==> config.mk <==
export PLATFORM = sky130hd
export DESIGN_NAME = wb_stage
export DESIGN_NICKNAME = d
export VERILOG_FILES = /design/src/rtl/wb_stage.sv
export SDC_FILE = /design/constraint.sdc
export NUM_CORES = 1
export LEC_CHECK = 0
export ABC_CLOCK_PERIOD_IN_PS = 3000
export BUFFER_PORTS_ARGS = -buffer_cell sky130_fd_sc_hd__buf_2
export CORE_MARGIN = 5
export CORE_UTILIZATION = 45
export CTS_BUF_LIST = sky130_fd_sc_hd__clkbuf_8
export CTS_CLUSTER_SIZE = 10
export DETAILED_ROUTE_END_ITERATION = 10
export HOLD_SLACK_MARGIN = 0.1
export PLACE_DENSITY = 0.82
export SLEW_MARGIN = 20
export SYNTH_ARGS = -nofsm -noshare
export SYNTH_HDL_FRONTEND = slang
export SYNTH_SLANG_ARGS = --single-unit
==> constraint.sdc <==
create_clock -name clk -period 3 [get_ports clk]
set_clock_uncertainty 0.2 [all_clocks]
set_input_delay 0.75 -clock clk [delete_from_list [all_inputs] [get_ports clk]]
set_output_delay 0.75 -clock clk [all_outputs]
set_load 0.05 [all_outputs]
==> src/rtl/wb_stage.sv <==
// MEM/WB pipeline register and write-back logic of the 5-stage MIPS core.
// Big-endian load alignment/extension, ALU-vs-load select, register-file
// write port back to ID, retired-instruction counter and misaligned-load flag.
module wb_stage #(
    parameter int COUNT_W = 32
) (
    input  logic               clk,
    input  logic               rst,
    input  logic               stall,
    input  logic               flush,
    input  logic               mem_valid,
    input  logic               mem_reg_write,
    input  logic               mem_mem_to_reg,
    input  logic [1:0]         mem_load_mode,
    input  logic [31:0]        mem_alu_result,
    input  logic [31:0]        mem_read_data,
    input  logic [4:0]         mem_dest_reg,
    output logic [5:0]         wb_write_register,
    output logic [31:0]        wb_write_data,
    output logic               wb_reg_write,
    output logic               wb_valid,
    output logic               wb_misaligned,
    output logic [COUNT_W-1:0] wb_retired_count
);

    localparam logic [1:0] LM_WORD  = 2'b00;
    localparam logic [1:0] LM_HALF  = 2'b01;
    localparam logic [1:0] LM_BYTE  = 2'b10;
    localparam logic [1:0] LM_BYTEU = 2'b11;

    localparam logic [COUNT_W-1:0] CNT_ONE = {{(COUNT_W-1){1'b0}}, 1'b1};

    // Registered write-back state; every output is a direct flop copy.
    typedef struct packed {
        logic        valid;
        logic        reg_write;
        logic        misaligned;
        logic [4:0]  dest;
        logic [31:0] data;
    } wb_state_t;

    wb_state_t          st;
    logic [COUNT_W-1:0] retired;

    logic [1:0]  addr_lo;
    logic [15:0] half_sel;
    logic [7:0]  byte_sel;
    logic [31:0] ld_data;
    logic        ld_mis;
    logic [31:0] wdata_d;
    logic        mis_d;
    logic        wen_d;

    assign addr_lo = mem_alu_result[1:0];

    // Big-endian lane select: low address bytes live in the high bits.
    always_comb begin
        half_sel = addr_lo[1] ? mem_read_data[15:0] : mem_read_data[31:16];
        case (addr_lo)
            2'b00:   byte_sel = mem_read_data[31:24];
            2'b01:   byte_sel = mem_read_data[23:16];
            2'b10:   byte_sel = mem_read_data[15:8];
            default: byte_sel = mem_read_data[7:0];
        endcase
    end

    // Extend the selected lane and detect misalignment per load mode.
    always_comb begin
        ld_data = mem_read_data;
        ld_mis  = 1'b0;
        case (mem_load_mode)
            LM_WORD: begin
                ld_data = mem_read_data;
                ld_mis  = (addr_lo != 2'b00);
            end
            LM_HALF: begin
                ld_data = {{16{half_sel[15]}}, half_sel};
                ld_mis  = addr_lo[0];
            end
            LM_BYTE:  ld_data = {{24{byte_sel[7]}}, byte_sel};
            LM_BYTEU: ld_data = {24'h0, byte_sel};
            default:  ld_data = mem_read_data;
        endcase
    end

    // Write-back data select and write enable; $0 writes retire but never enable.
    always_comb begin
        wdata_d = mem_mem_to_reg ? ld_data : mem_alu_result;
        mis_d   = mem_valid & mem_mem_to_reg & ld_mis;
        wen_d   = mem_valid & mem_reg_write & ~mis_d & (mem_dest_reg != 5'd0);
    end

    // MEM/WB register: rst > flush > stall > load.
    always_ff @(posedge clk or posedge rst) begin
        if (rst) begin
            st      <= '0;
            retired <= '0;
        end else if (flush) begin
            st.valid      <= 1'b0;
            st.reg_write  <= 1'b0;
            st.misaligned <= 1'b0;
            st.dest       <= 5'd0;
        end else if (!stall) begin
            st.valid      <= mem_valid;
            st.reg_write  <= wen_d;
            st.misaligned <= mis_d;
            st.dest       <= mem_dest_reg;
            st.data       <= wdata_d;
            if (mem_valid)
                retired <= retired + CNT_ONE;
        end
    end

    assign wb_write_register = {1'b0, st.dest};
    assign wb_write_data     = st.data;
    assign wb_reg_write      = st.reg_write;
    assign wb_valid          = st.valid;
    assign wb_misaligned     = st.misaligned;
    assign wb_retired_count  = retired;

endmodule

==> impl_metrics.py, run 1 <==
metrics = {
    "outcome": {
        "status": "complete, no violations",
    },
    "logic_synthesis": {
        "ys_warn_count": 0,
        "netlist_instances": 395,
        "synth_nets": 474,
        "yosys-mux-area-fraction_pct": 6.66,
        "syn_area_um2": 3770,
        "synthArstFlopShare_pct": 100,
        "synth_edf_count": 0,
        "postSynthAreaPerCell_um2": 9.56,
        "ys.flop_type": "dfrtp_1",
        "synth_xor_area_share_pct": 7.19,
        "yosysSeqAreaShare_pct": 47.7,
        "synth_fa_ha_area_share_pct": 0.331,
        "synth-seq-cells": 72,
        "synth_compound_area_share_pct": 13.6,
        "synth_cell_types": 44,
        "synth_top_family_by_area": "simple AND/OR/NAND/NOR gates",
        "synth-simple-area-share_pct": 20.6,
    },
    "cts": {
        "hold_buffers": 0,
        "ctsResizeCount": 0,
        "htreeDepth": 3,
        "postCtsSetupRepairBufs": 0,
        "numCtsBuffers": 9,
        "cts.clk_slew.worst_paths_ns": 0.07,
        "cts_root_buf": "clkbuf_8",
        "cts_tree": "done",
        "clkLatencyLatePin_ns": 0.32,
        "cts_buffer_depth": 2,
        "cts.sinks": 72,
    },
    "global_route": {
        "grt_use_total_pct": 22.0,
        "grt_pass1_vias": 3654,
        "grt_overflow": 0,
        "grt_max_degree": 37,
        "grt_pass1_wl_um": 17900,
        "antenna_found_initial": 0,
    },
    "place": {
        "gp_congestion": 0.849,
        "numPortBuffers": 149,
        "dpl.hpwl_um": 8470,
    },
    "worst_hold_path": {
        "hold_class": "primary input to asynchronous set/reset pin",
    },
    "cells_and_area": {
        "fillCellCount": 731,
        "nNetsFinal": 621,
        "n_antenna_cell": 0,
        "layout_common_cells": "149 x buf_2, 72 x dfrtp_1, 63 x nor2_1",
        "final_common_cell": "buf_2",
        "seq_area_um2": 1800,
        "multi_input_area_um2": 1840,
        "area_growth_pct": 26.7,
        "final_core_util_pct": 58.5,
        "drive_gt1_share_pct": 34.1,
    },
    "power_and_ir_drop": {
        "p_per_area_nw_per_um2": 560,
        "max-vdd-ir-drop_v": 0.000294,
        "p_leak_nw": 2.35,
    },
    "timing": {
        "slew_headroom_pct": 41.2,
        "setup_violations": 0,
        "tightest_slew_ns": 0.876,
        "setup-tns-final_ns": 0,
        "rsz0062_at_grt": "false",
        "finalCriticalPeriod_ns": 2.20,
        "slew_violations": 0,
        "fmax_ghz": 0.454,
        "finalHoldViolations": 0,
        "fin_crit_sh_pct": 73.4,
    },
    "critical_path": {
        "cp-start-kind": "primary input",
        "cp_slowest_cell": "mux4_2",
        "crit_chain": "buf_2 -> mux4_2 -> and3_4 -> nor3_4 -> buf_4 -> a221oi_1",
        "critPathTopFamily": "multiplexers",
        "required_ns": 2.99,
        "crit_buf_inv": 2,
        "critPathMaxStageDelay_ns": 0.53,
        "setup.worst_path.class": "primary input to flip-flop",
        "cp_max_fo": 16,
        "endpoint_kind": "flip-flop",
        "crit_arrival_ns": 2.19,
    },
    "floorplan": {
        "fp-row-count": 33,
        "ioPinCount": 151,
        "core-area_um2": 8180,
        "die-width_um": 102,
        "initial_core_util_pct": 46.2,
        "dieArea_um2": 10300,
        "fp.dieH_um": 102,
    },
    "detailed_routing": {
        "dr.pass1.iters": 5,
        "routedWlPerCell_um": 16.8,
        "antenna_left": 0,
        "vias": 3607,
        "drc_errors": 0,
        "drt-total-wl_um": 10900,
        "dr.first_iter.drc_count": 123,
        "viasPerCell": 5.55,
    },
    "flow_run": {
        "cap_violations": 0,
    },
}
-- cells in the mapped netlist, types with 2 or more instances --
cell | count | area [µm²]
nand4bb_1 | 2 | 22.5
dfrtp_1 | 72 | 1800
clkbuf_1 | 15 | 56.3
a21o_1 | 7 | 52.6
nor3_1 | 3 | 15.0
nand2_1 | 42 | 158
nand3_1 | 16 | 80.1
mux2i_1 | 15 | 150
buf_2 | 4 | 20.0
and2_1 | 2 | 12.5
inv_1 | 11 | 41.3
o21ai_0 | 18 | 90.1
and4_1 | 5 | 43.8
a221oi_1 | 24 | 210
nor2_1 | 64 | 240
mux2_2 | 7 | 78.8
o22a_1 | 6 | 52.6
nor4_1 | 2 | 12.5
xor2_1 | 3 | 26.3
nand4_1 | 15 | 93.8
nor2b_1 | 4 | 25.0
xnor2_1 | 28 | 245
and3_1 | 2 | 12.5
nand2b_1 | 2 | 12.5
a21oi_1 | 7 | 35.0
-- path summary, 6_finish.rpt --
| path | startpoint | end | slack (ns) | cells past startpoint |
|---|---|---|---|---|
| worst max-delay path | mem_alu_result[0] | wb_write_data[22] | 0.80 | 6 |
| worst min-delay path | rst | wb_retired_count[26] | 0.24 | 2 |
| worst max register to register | wb_retired_count[5] | wb_retired_count[21] | 0.89 | 4 |
| worst min register to register | wb_retired_count[31] | wb_retired_count[31] | 0.27 | 1 |
| max in group asynchronous | rst | wb_write_data[16] | 1.57 | 3 |
| min in group clk | wb_retired_count[31] | wb_retired_count[31] | 0.27 | 1 |
-- state kept, by name, indices dropped and copies added, names as in the netlist --
name               count
wb_retired_count      32
wb_write_register      5
wb_misaligned          1
wb_reg_write           1
wb_write_data         32
wb_valid               1
-- metal layers --
metal	vias to the layer above	global-route usage [%]	share of wire (%)
li1	1685	-	-
met1	1725	27.5	40
met2	182	37.0	49
met3	15	6.13	9.5
met4	0	7.26	1.8
met5	-	0	0
-- power breakdown --
group	total, W	internal (W)	leakage, nW	switching, W
sequential	0.00117	0.00108	0.900	0.0000909
combinational	0.000873	0.000240	1.36	0.000633
clock	0.000636	0.000304	0.0918	0.000332
-- area by class of cell --
| class | instances | share of cell area [%] |
|---|---|---|
| Tap cell | 105 | 2.75 |
| Timing Repair Buffer | 159 | 17.2 |
| Sequential cell | 72 | 37.7 |
| Inverter | 11 | 0.863 |
| Clock buffer | 10 | 2.88 |
| Clock inverter | 4 | 0.340 |
| Multi-Input combinational cell | 289 | 38.4 |
-- cell families (layout without fill, tap and decap cells) --
family / after synthesis / after routing
other: 1 / 1
and+or+nand+nor: 163 / 163
muxes: 23 / 23
AOI/OAI and AO/OA: 70 / 70
DFF: 72 / 72
buffers and inverters: 34 / 184
adders and majority gates: 1 / 1
xor gates and xnor gates: 31 / 31
-- per-stage QoR --
stage,cells,power [W],cell area [µm²],worst slack [ns],hold WS [ns]
finish,650,0.00268,4780,0.798,0.245
global route,650,0.00282,4780,0.688,0.277
floorplan,395,0.00180,3770,0.225,0.585
detailed placement,636,0.00207,4630,0.467,0.257
global placement,636,0.00205,4630,0.533,0.256
CTS,650,0.00270,4780,0.834,0.241
Power figures use the tool's default switching activity.
==> inputs of run 2 (changes only) <==
Settings changed: ABC_CLOCK_PERIOD_IN_PS 3000 to 2000, PLACE_DENSITY 0.82 to 0.85.
Clock period 3 ns to 2 ns, I/O delays scaled along.
==> run 2 against run 1 <==
  * Non-clock buffer count grew 20
  * First-iteration DRC count increased by 33%
  * Cell count rose by 3.4%
  * Power up 57%
  * Utilization is 3.2 points higher
  * Sequential share of layout area shrank 1.8 points
  * Combinational power is 56% higher
  * Count of clock-buffer cells in the layout shrank 1
  * Routed wire length increased by 4.2%
  * Sequential cell count did not move
  * Hold slack got worse by 0.022 ns
  * Global-route usage up 0.58 points
  * Critical path type is now flip-flop to flip-flop
  * Highest routed layer unchanged
==> impl_metrics.py, run 2 (synthesis gave the netlist of run 1 again) <==
metrics = {
    "floorplan": {
        "die-width_um": 102,
        "fp.dieH_um": 102,
        "fp-row-count": 33,
        "initial_core_util_pct": 46.2,
        "core-area_um2": 8180,
        "dieArea_um2": 10300,
        "ioPinCount": 151,
    },
    "cts": {
        "cts.clk_slew.worst_paths_ns": 0.08,
        "htreeDepth": 3,
        "cts_root_buf": "clkbuf_8",
        "clkLatencyLatePin_ns": 0.33,
        "cts.sinks": 72,
        "cts_tree": "done",
        "cts_buffer_depth": 2,
        "numCtsBuffers": 9,
    },
    "flow_run": {
        "cap_violations": 0,
    },
    "critical_path": {
        "crit_arrival_ns": 1.86,
        "endpoint_kind": "flip-flop",
        "r2r-start": "wb_retired_count[14]",
        "setup.worst_path.class": "flip-flop to flip-flop",
        "r2r-end": "wb_retired_count[26]",
        "crit_buf_inv": 0,
        "required_ns": 2.01,
        "r2r_cells": 4,
        "cp-start-kind": "flip-flop",
        "regToRegSetupSlack_ns": 0.15,
        "cp_common_cell": "nand4_1",
        "cp_slowest_cell": "nor4_4",
        "crit_chain": "nand4_1 -> nor4_4 -> nand4_1 -> xnor2_1",
        "cp_max_fo": 10,
        "critPathTopFamily": "simple AND/OR/NAND/NOR gates",
        "critPathMaxStageDelay_ns": 0.55,
    },
    "place": {
        "dp_cells": 655,
        "numPortBuffers": 149,
        "dpl.hpwl_um": 8630,
        "pre_cts_ws_ns": -0.0968,
        "gp_congestion": 0.917,
    },
    "cells_and_area": {
        "layout_common_cells": "149 x buf_2, 64 x dfrtp_1, 63 x nor2_1",
        "drive_gt1_share_pct": 37.9,
        "area_growth_pct": 33.7,
        "final_common_cell": "buf_2",
        "fillCellCount": 705,
        "nNetsFinal": 641,
        "n_antenna_cell": 0,
        "seq_area_um2": 1810,
        "final_cells": 672,
        "multi_input_area_um2": 1840,
    },
    "power_and_ir_drop": {
        "max-vdd-ir-drop_v": 0.000491,
        "p_leak_nw": 2.49,
        "p_total_w": 0.00422,
        "p_per_area_nw_per_um2": 835,
    },
    "global_route": {
        "grt_pass1_vias": 3871,
        "grt_use_met3_pct": 4.20,
        "grt_overflow": 0,
        "grt_use_total_pct": 22.6,
        "grt_use_met1_pct": 27.6,
        "grt_pass1_wl_um": 18500,
        "antenna_found_initial": 0,
        "busiest_layer": "met2",
        "grt_max_degree": 73,
        "use_met2_pct": 40.1,
    },
    "detailed_routing": {
        "viasPerCell": 5.55,
        "vias": 3732,
        "drt-total-wl_um": 11300,
        "drc_errors": 0,
        "antenna_left": 0,
        "routedWlPerCell_um": 16.9,
        "dr.pass1.iters": 7,
        "dr.first_iter.drc_count": 164,
    },
    "timing": {
        "fin_crit_sh_pct": 92.4,
        "slew_headroom_pct": 65.6,
        "finalCriticalPeriod_ns": 1.85,
        "setup_violations": 0,
        "fmax_ghz": 0.541,
        "slew_violations": 0,
        "rsz0062_at_grt": "false",
        "finalHoldViolations": 0,
        "worst_slack_ns": 0.152,
        "timing.hold.ws_ns": 0.223,
        "tightest_slew_ns": 0.512,
    },
    "worst_hold_path": {
        "worstHoldEndpoint": "wb_write_register[2]",
        "min_from": "mem_dest_reg[2]",
        "hold_class": "primary input to flip-flop",
        "hold_depth": 3,
    },
    "outcome": {
        "status": "complete, no violations",
    },
}
run 2: changes by cell type in the layout (fill, tap and decap cells not counted), sizes merged:
cell | previous run | this run
buf | 159 | 178
clkinv | 1 | 3
bufinv | 0 | 1
clkbuf | 10 | 9
clkinvlp | 0 | 1
dlygate4sd3 | 0 | 1
inv | 14 | 13
run 2: routing by layer:
metal  vias to the layer above  wire length [µm]
li1                       1740                 -
met1                      1806              4440
met2                       173              5780
met3                        13               957
met4                         0               161
met5                         -                 0
run 2: cell type report:
cell class,count,area share [%]
multi-input cells,289,36.5
flip-flops and latches,72,35.9
repair buffers,179,20.5
well taps,105,2.60
clock buffers,9,2.45
clock inverters,7,1.12
inverters,11,0.892
run 2: worst max-delay path by stage:
stage                    startpoint  slack, ns  depth (start not counted)              endpoint
2_1_floorplan   wb_retired_count[6]      -0.11                          4  wb_retired_count[21]
3_3_place_gp      mem_alu_result[0]      -0.06                          6     wb_write_data[29]
6_report       wb_retired_count[14]       0.15                          4  wb_retired_count[26]
3_5_place_dp      mem_alu_result[0]       -0.1                          6     wb_write_data[15]
5_1_grt        wb_retired_count[14]       0.01                          4  wb_retired_count[27]
4_1_cts        wb_retired_count[14]       0.14                          4  wb_retired_count[25]
run 2: worst reg2reg max path, delay by kind of cell, from the launching register on:
family	cells	cell delay [ns]
xor gates and xnor gates	1	0.17
and+or+nand+nor	3	0.95
DFF	1	0.43
run 2: report_power, final:
part           internal (W)  leakage [nW]  switching, W  total, W
Sequential          0.00162         0.890      0.000138   0.00176
Combinational      0.000396          1.49      0.000965   0.00136
Clock              0.000558         0.107      0.000536   0.00109
run 2: repair_timing:
action	4_1_cts	5_1_grt
hold endpoints to repair	72	0
hold buffers	1	0
gates resized for setup	0	0
buffers inserted	0	0
run 2: per-stage QoR:
| step | instance area (µm²) | utilization (%) | TNS, ns |
|---|---|---|---|
| 2_1_floorplan | 3800 | - | -1.09 |
| 3_3_place_gp | 4860 | 59.4 | -0.789 |
| 3_5_place_dp | 4860 | 59.4 | -1.31 |
| 4_1_cts | 5050 | 61.8 | 0 |
| 5_1_grt | 5050 | 61.8 | 0 |
| 6_report | 5050 | 61.8 | 0 |
==> inputs of run 3 (changes only) <==
Settings changed: CORE_MARGIN 5 to 2.
==> run 3 against run 2 <==
  * First-iteration DRC count shrank 16%
  * Largest cell class unchanged
  * Register-to-register slack about the same
  * Clock power grew 27%
  * Largest power group unchanged
  * Sequential power hardly changed
  * Global-route usage grew 2.5 points
  * Fmax barely moved
  * Sequential share of layout area is 0.35 points lower
  * Routed wire length decreased by 2.4%
==> impl_metrics.py, run 3 (synthesis gave the netlist of run 1 again) <==
metrics = {
    "cells_and_area": {
        "nNetsFinal": 647,
        "n_antenna_cell": 0,
        "area_growth_pct": 35.1,
        "drive_gt1_share_pct": 38.9,
        "fillCellCount": 693,
        "final_core_util_pct": 62.4,
        "multi_input_area_um2": 1840,
        "final_common_cell": "buf_2",
        "seq_area_um2": 1810,
        "layout_common_cells": "149 x buf_2, 64 x dfrtp_1, 63 x nor2_1",
        "final_cells": 678,
    },
    "place": {
        "dpl.hpwl_um": 8450,
        "numPortBuffers": 149,
        "gp_congestion": 0.899,
        "dp_cells": 661,
    },
    "timing": {
        "slew_violations": 0,
        "fmax_ghz": 0.541,
        "rsz0062_at_grt": "false",
        "finalCriticalPeriod_ns": 1.85,
        "setup-tns-final_ns": 0,
        "setup_violations": 0,
        "finalHoldViolations": 0,
        "tightest_slew_ns": 0.543,
        "slew_headroom_pct": 63.5,
        "fin_crit_sh_pct": 92.4,
    },
    "global_route": {
        "grt_overflow": 0,
        "antenna_found_initial": 0,
        "grt_pass1_vias": 3725,
        "grt_max_degree": 38,
        "grt_use_total_pct": 25.1,
        "grt_pass1_wl_um": 17700,
    },
    "critical_path": {
        "cp_max_fo": 10,
        "crit_arrival_ns": 1.88,
        "setup.worst_path.class": "flip-flop to flip-flop",
        "endpoint_kind": "flip-flop",
        "cp-start-kind": "flip-flop",
        "required_ns": 2.03,
        "r2r_cells": 4,
    },
    "detailed_routing": {
        "antenna_left": 0,
        "dr.pass1.iters": 4,
        "drc_errors": 0,
        "drt-total-wl_um": 11100,
        "viasPerCell": 5.49,
        "routedWlPerCell_um": 16.3,
        "vias": 3723,
        "dr.first_iter.drc_count": 138,
    },
    "floorplan": {
        "fp.dieH_um": 95.6,
        "dieArea_um2": 9140,
        "initial_core_util_pct": 46.2,
        "die-width_um": 95.6,
        "core-area_um2": 8180,
        "fp-row-count": 33,
        "ioPinCount": 151,
    },
    "cts": {
        "cts.clk_slew.worst_paths_ns": 0.08,
        "postCtsSetupRepairBufs": 0,
        "cts_root_buf": "clkbuf_8",
        "cts.sinks": 72,
        "clkLatencyLatePin_ns": 0.34,
        "cts_buffer_depth": 2,
        "cts_tree": "done",
        "htreeDepth": 3,
        "ctsResizeCount": 0,
        "numCtsBuffers": 9,
    },
    "power_and_ir_drop": {
        "pwr-share-clk_pct": 30.7,
        "switching_share_pct": 36.8,
        "p_seq_share_pct": 39.1,
        "p_per_area_nw_per_um2": 881,
        "p_leak_nw": 2.51,
        "combPwrFrac_pct": 30.3,
        "max-vdd-ir-drop_v": 0.000526,
        "p_sw_w": 0.00165,
        "p_int_w": 0.00284,
    },
    "outcome": {
        "status": "complete, no violations",
    },
    "worst_hold_path": {
        "hold_depth": 3,
        "hold_class": "primary input to flip-flop",
    },
    "flow_run": {
        "cap_violations": 0,
    },
}
==> run 3: repair_timing <==
| item | CTS | global route |
|---|---|---|
| hold endpoints to repair | 38 | 0 |
| setup endpoints to repair | 0 | 4 |
| hold buffers | 1 | 0 |
==> run 3: worst paths after layout <==
| check | start | end | slack, ns |
|---|---|---|---|
| min reg2reg | wb_retired_count[31] | wb_retired_count[31] | 0.28 |
| max | wb_retired_count[4] | wb_retired_count[30] | 0.15 |
| min | mem_read_data[19] | wb_write_data[19] | 0.22 |
| min in group asynchronous | rst | wb_write_data[3] | 0.64 |
| max reg2reg | wb_retired_count[4] | wb_retired_count[30] | 0.15 |
| max in group asynchronous | rst | wb_retired_count[15] | 0.57 |
==> run 3: stage by stage <==
step | cell area (µm²) | hold slack, ns | setup slack [ns] | total power [W]
CTS | 5100 | 0.201 | 0.101 | 0.00452
global placement | 4850 | 0.256 | -0.0634 | 0.00310
global route | 5100 | 0.212 | 0.0303 | 0.00468
floorplan | 3800 | 0.446 | -0.114 | 0.00271
finish | 5100 | 0.219 | 0.152 | 0.00449
detailed placement | 4850 | 0.261 | -0.137 | 0.00314
==> run 3: layout make-up <==
class | instances | share of cell area [%]
Clock buffer | 9 | 2.43
Multi-Input combinational cell | 289 | 36.2
Sequential cell | 72 | 35.5
Inverter | 11 | 0.883
Timing Repair Buffer | 185 | 20.2
Clock inverter | 7 | 2.18
Tap cell | 105 | 2.58
==> run 3: power by group through the flow <==
stage	Sequential (W)	Clock, W	Combinational (W)
4_1_cts	0.00175	0.00140	0.00137
6_report	0.00176	0.00138	0.00136
2_1_floorplan	0.00234	0	0.000365
3_3_place_gp	0.00178	0	0.00133
5_1_grt	0.00178	0.00146	0.00144
3_5_place_dp	0.00178	0	0.00136
==> run 3: per-layer routing <==
| metal | vias to the layer above | share of wire (%) | global-route usage [%] | wire, µm |
|---|---|---|---|---|
| li1 | 1750 | - | - | - |
| met1 | 1782 | 39 | 29.8 | 4300 |
| met2 | 174 | 52 | 44.2 | 5710 |
| met3 | 17 | 7.6 | 5.61 | 842 |
| met4 | 0 | 1.9 | 9.29 | 211 |
| met5 | - | 0 | 0 | 0 |
==> run 3: critical path, stage by stage (launching register included) <==
cell     delay (ns)
dfrtp_2        0.42
nand3_1        0.18
nor4_4         0.58
nand4_1        0.20
xnor2_1        0.16
